## config.mk

```make
export PLATFORM = sky130hd
export DESIGN_NAME = lane_sync_ctrl
export DESIGN_NICKNAME = d
export VERILOG_FILES = /design/src/rtl/lane_sync_ctrl.sv
export SDC_FILE = /design/constraint.sdc
export NUM_CORES = 1
export LEC_CHECK = 0
export ABC_CLOCK_PERIOD_IN_PS = 2300
export CORE_AREA = 2 2 49 51
export DETAILED_ROUTE_END_ITERATION = 8
export DIE_AREA = 0 0 51 53
export GPL_TIMING_DRIVEN = 0
export HOLD_SLACK_MARGIN = 0.15
export PLACE_DENSITY = 0.77
export SLEW_MARGIN = 0
export SYNTH_ARGS = -nofsm -noshare
export SYNTH_HDL_FRONTEND = slang
export SYNTH_SLANG_ARGS = --single-unit
```

## constraint.sdc

```tcl
create_clock -name clk_4f -period 2.3 [get_ports clk_4f]
set_clock_uncertainty 0.15 [all_clocks]
set_input_delay 0.69 -clock clk_4f [delete_from_list [all_inputs] [get_ports clk_4f]]
set_output_delay 0.69 -clock clk_4f [all_outputs]
set_load 0.1 [all_outputs]
```

## src/rtl/lane_sync_ctrl.sv

```systemverilog
// Receive-side lane controller: acquires symbol lock on COM runs, strips
// COM/IDLE framing once locked and forwards data bytes to the 8-to-32 demux
// in unbroken groups of four. Framing violations drop lock and pulse err.
module lane_sync_ctrl #(
    parameter logic [7:0]  COM_SYM    = 8'hBC,
    parameter logic [7:0]  IDLE_SYM   = 8'h7C,
    parameter int unsigned LOCK_COUNT = 4
) (
    input  logic       clk_4f,
    input  logic       reset,
    input  logic [7:0] data_in,
    input  logic       valid_in,
    output logic [7:0] data_out,
    output logic       valid_out,
    output logic       lane_active,
    output logic       word_start,
    output logic       err
);

    typedef enum logic [1:0] {
        LOOKING,
        COUNTING,
        LOCKED
    } state_t;

    localparam logic [3:0] LOCK_CNT = 4'(LOCK_COUNT);

    state_t     state, state_n;
    logic [3:0] com_cnt, com_cnt_n;
    logic [1:0] byte_sel, byte_sel_n;
    logic [7:0] data_n;
    logic       valid_n, word_start_n, err_n;
    logic       is_com, is_idle;

    assign is_com  = (data_in == COM_SYM);
    assign is_idle = (data_in == IDLE_SYM);

    // Next-state and next-output decode for lock acquisition and framing.
    always_comb begin
        // NOTE: every output gets a default first so no path leaves a
        // variable unassigned, which would otherwise infer a latch.
        state_n      = state;
        com_cnt_n    = com_cnt;
        byte_sel_n   = byte_sel;
        data_n       = data_out;
        valid_n      = 1'b0;
        word_start_n = 1'b0;
        err_n        = 1'b0;

        case (state)
            LOOKING: begin
                if (valid_in && is_com) begin
                    if (LOCK_CNT == 4'd1) begin
                        state_n   = LOCKED;
                        com_cnt_n = 4'd0;
                    end else begin
                        state_n   = COUNTING;
                        com_cnt_n = 4'd1;
                    end
                end
            end

            COUNTING: begin
                if (valid_in) begin
                    if (is_com) begin
                        if (com_cnt + 4'd1 == LOCK_CNT) begin
                            state_n   = LOCKED;
                            com_cnt_n = 4'd0;
                        end else begin
                            com_cnt_n = com_cnt + 4'd1;
                        end
                    end else begin
                        state_n   = LOOKING;
                        com_cnt_n = 4'd0;
                    end
                end
            end

            LOCKED: begin
                if (valid_in && !is_com && !is_idle) begin
                    data_n       = data_in;
                    valid_n      = 1'b1;
                    word_start_n = (byte_sel == 2'd0);
                    byte_sel_n   = byte_sel + 2'd1;
                end else if (byte_sel != 2'd0) begin
                    // Framing byte or gap inside a word: the demux would
                    // otherwise see a broken word, so drop lock. The
                    // offending byte is consumed, never re-evaluated.
                    err_n      = 1'b1;
                    state_n    = LOOKING;
                    byte_sel_n = 2'd0;
                    com_cnt_n  = 4'd0;
                end
            end

            default: begin
                state_n    = LOOKING;
                com_cnt_n  = 4'd0;
                byte_sel_n = 2'd0;
            end
        endcase
    end

    // State and registered outputs, synchronous active-low reset.
    always_ff @(posedge clk_4f) begin
        // NOTE: non-blocking assignments so every register samples the
        // pre-edge values, independent of statement order.
        if (!reset) begin
            state       <= LOOKING;
            com_cnt     <= 4'd0;
            byte_sel    <= 2'd0;
            data_out    <= 8'h00;
            valid_out   <= 1'b0;
            lane_active <= 1'b0;
            word_start  <= 1'b0;
            err         <= 1'b0;
        end else begin
            state       <= state_n;
            com_cnt     <= com_cnt_n;
            byte_sel    <= byte_sel_n;
            data_out    <= data_n;
            valid_out   <= valid_n;
            lane_active <= (state_n == LOCKED);
            word_start  <= word_start_n;
            err         <= err_n;
        end
    end

endmodule

```

==> out/metrics.csv <==
metric,value,unit
CTS tree,yes,
most frequent cell after synthesis,dfxtp_1,
Critical Path RT,1.46,ns
GR Layer Usage met1,19.9,%
critical path's largest stage delay,0.81,ns
Synth area leaders,"dfxtp_1 40%, mux2i_1 10%, ha_1 3.8%",
via count,844,
Sink Count,20,
core area,2150,sq um
Post-Syn Area,992,sq um
Initial Utilization,46.2,%
minimum clock period,2.26,ns
CP max FO,1,
Most Crowded Layer GR,met2,
Worst-Margin Slew,0.947,ns
port bufs,22,
Area Growth Syn to Fin,27.5,%
CP top delay family,buffers and inverters,
drt wl/cell,12.4,microns
max-slew violations,0,
register area share after synthesis,40.4,%
Slowest cell on crit path,clkdlybuf4s15_1,
CP Cell Sequence,clkdlybuf4s15_1,
Yosys reg bits,20,
"EDFF count, synth",0,
Initial DRC Count,15,
met2 Use GR,29.9,%
"Net Count, Synth",117,
met3 usage,1.69,%
Overflow after GRT,0,
arrival time at the worst endpoint,1.42,ns
Placed Cells,153,
clock-pin slew on the worst setup and hold paths,0.10,ns
die height,53,microns
post-route design area,1260,sq um
status,"complete, no violations",
mux contribution to synthesized area,10.1,%
vias in the first global route,807,
drt pass-1 iters,4,
crit start category,flip-flop,
Setup CP Type,reg2out,
Area after DPL,1250,sq um
htree depth,1,
final core utilization,58.9,%
final hold violations,0,
initial antenna violation count,0,
max_cap viols,0,
P_leak,0.479,nW
first-pass GRT wire length,3400,microns
CP bufs+invs,1,
# nets final,145,
Unique masters post-synth,39,
Avg Inst Size Synth,9.63,sq um
GP Congestion,0.791,
main combinational cell family by area after synthesis,simple AND/OR/NAND/NOR gates,
number of antenna repair diodes,0,
largest net degree at the start of global routing,11,
Power Density,431,nW/um^2
Post-Synth XOR/XNOR Area,1.77,%
DRT Wirelength,1950,microns
Synth Flop Type,dfxtp_1,
cell taking the most area after synthesis,dfxtp_1,
# setup viols final,0,
Worst Hold Class,reg2reg,
Slew HR,37.1,%
gr usage total,16.8,%
CTS Hold Buffers Added,0,
via-per-instance ratio,5.38,
IO Count,23,
Die W,51,microns
HPWL Detailed,1500,microns
drt drc,0,
asr flop ratio synth,0,%
RSZ-0062 raised after global routing,false,
clock buffer depth,2,
Post-Synth Adder-Cell Area,3.78,%
Layout Cells excl Fill,157,
WHS,0.336,ns
post-synthesis simple-gate area fraction,25.0,%
YS warnings,0,
FMAX,0.443,GHz
Synth top cells by count,"20 x dfxtp_1, 10 x mux2i_1, 10 x nor2_1",
Final ANT Viol Nets,0,
Core Rows,17,
fraction of layout cells with a size suffix above 1,17.8,%
Peak VDD IR,0.339,mV
top cell type's share of synthesized area,40.4,%
fin crit share,98.1,%
Num CTS Buffers,3,
total die area,2700,sq um
post-synthesis compound-gate area fraction,16.3,%
Root Driver,clkbuf_4,
"Clk Latency, worst-skew pair",0.29,ns
Crit. End Element,primary output,
Post-Synthesis Cells,103,
per-layer routing:
metal  part of all wire, %  wire (microns)
met2                    48             926
met5                     0               0
met4                   2.1              40
met1                    46             895
met3                   4.4              86
area by class of cell:
class | count | area [sq um]
repair buffers | 23 | 215
flip-flops and latches | 20 | 400
plain buffers | 3 | 12.5
multi-input cells | 76 | 564
fillers | 204 | 883
inverters | 4 | 15.0
clock buffers | 3 | 22.5
well taps | 28 | 35.0
metrics by stage:
stage / power (mW) / TNS (ns) / setup WS [ns]
CTS: 0.549 / 0 / 0.000620
global route: 0.565 / 0 / 0.0122
detailed placement: 0.397 / -4.65 / -0.416
floorplan: 0.371 / 0 / 0.153
finish: 0.545 / 0 / 0.0427
global placement: 0.397 / -4.22 / -0.366
cells in the final DEF (no fill, tap or decap), types with 3 or more instances in the layout:
master	n
o21ai_0	3
nor2_1	10
clkdlybuf4s50_1	4
clkdlybuf4s15_2	8
dfxtp_1	20
nand2_1	9
nand3_1	3
clkbuf_2	3
dlygate4sd2_1	6
inv_1	4
ha_1	3
mux2i_1	10
clkbuf_4	3
o22ai_1	3
logic make-up after synthesis:
| family | after synthesis |
|---|---|
| and+or+nand+nor | 41 |
| AOI/OAI and AO/OA | 20 |
| DFF | 20 |
| muxes | 10 |
| buffers and inverters | 7 |
| adders and majority gates | 3 |
| xor gates and xnor gates | 2 |
power breakdown:
part           internal, mW  total [mW]  switching (mW)  leakage, nW
registers             0.346       0.346        0.000142        0.161
clock network        0.0609       0.159          0.0982       0.0138
logic                0.0202      0.0399          0.0197        0.305
total                 0.427       0.545           0.118        0.479
state kept, by name (all words and copies together) (netlist names):
name,count
byte_sel,2
com_cnt,4
data_out,8
err,1
lane_active,1
state,2
valid_out,1
word_start,1
repair_timing:
action	in CTS	in global routing
resized for setup	36	5
pin swaps	3	1
setup buffers	1	0
endpoints found under the setup margin	16	6
hold endpoints to repair	0	0
cloned	0	0
path summary, 6_finish.rpt:
check | to | depth (start not counted) | slack, ns | startpoint
worst max-delay path | valid_out | 1 | 0.04 | valid_out
worst min-delay path | byte_sel[1] | 1 | 0.34 | byte_sel[1]
worst max register to register | data_out[1] | 5 | 0.53 | state[1]
worst min register to register | byte_sel[1] | 1 | 0.34 | byte_sel[1]
Power figures use the tool's default switching activity.
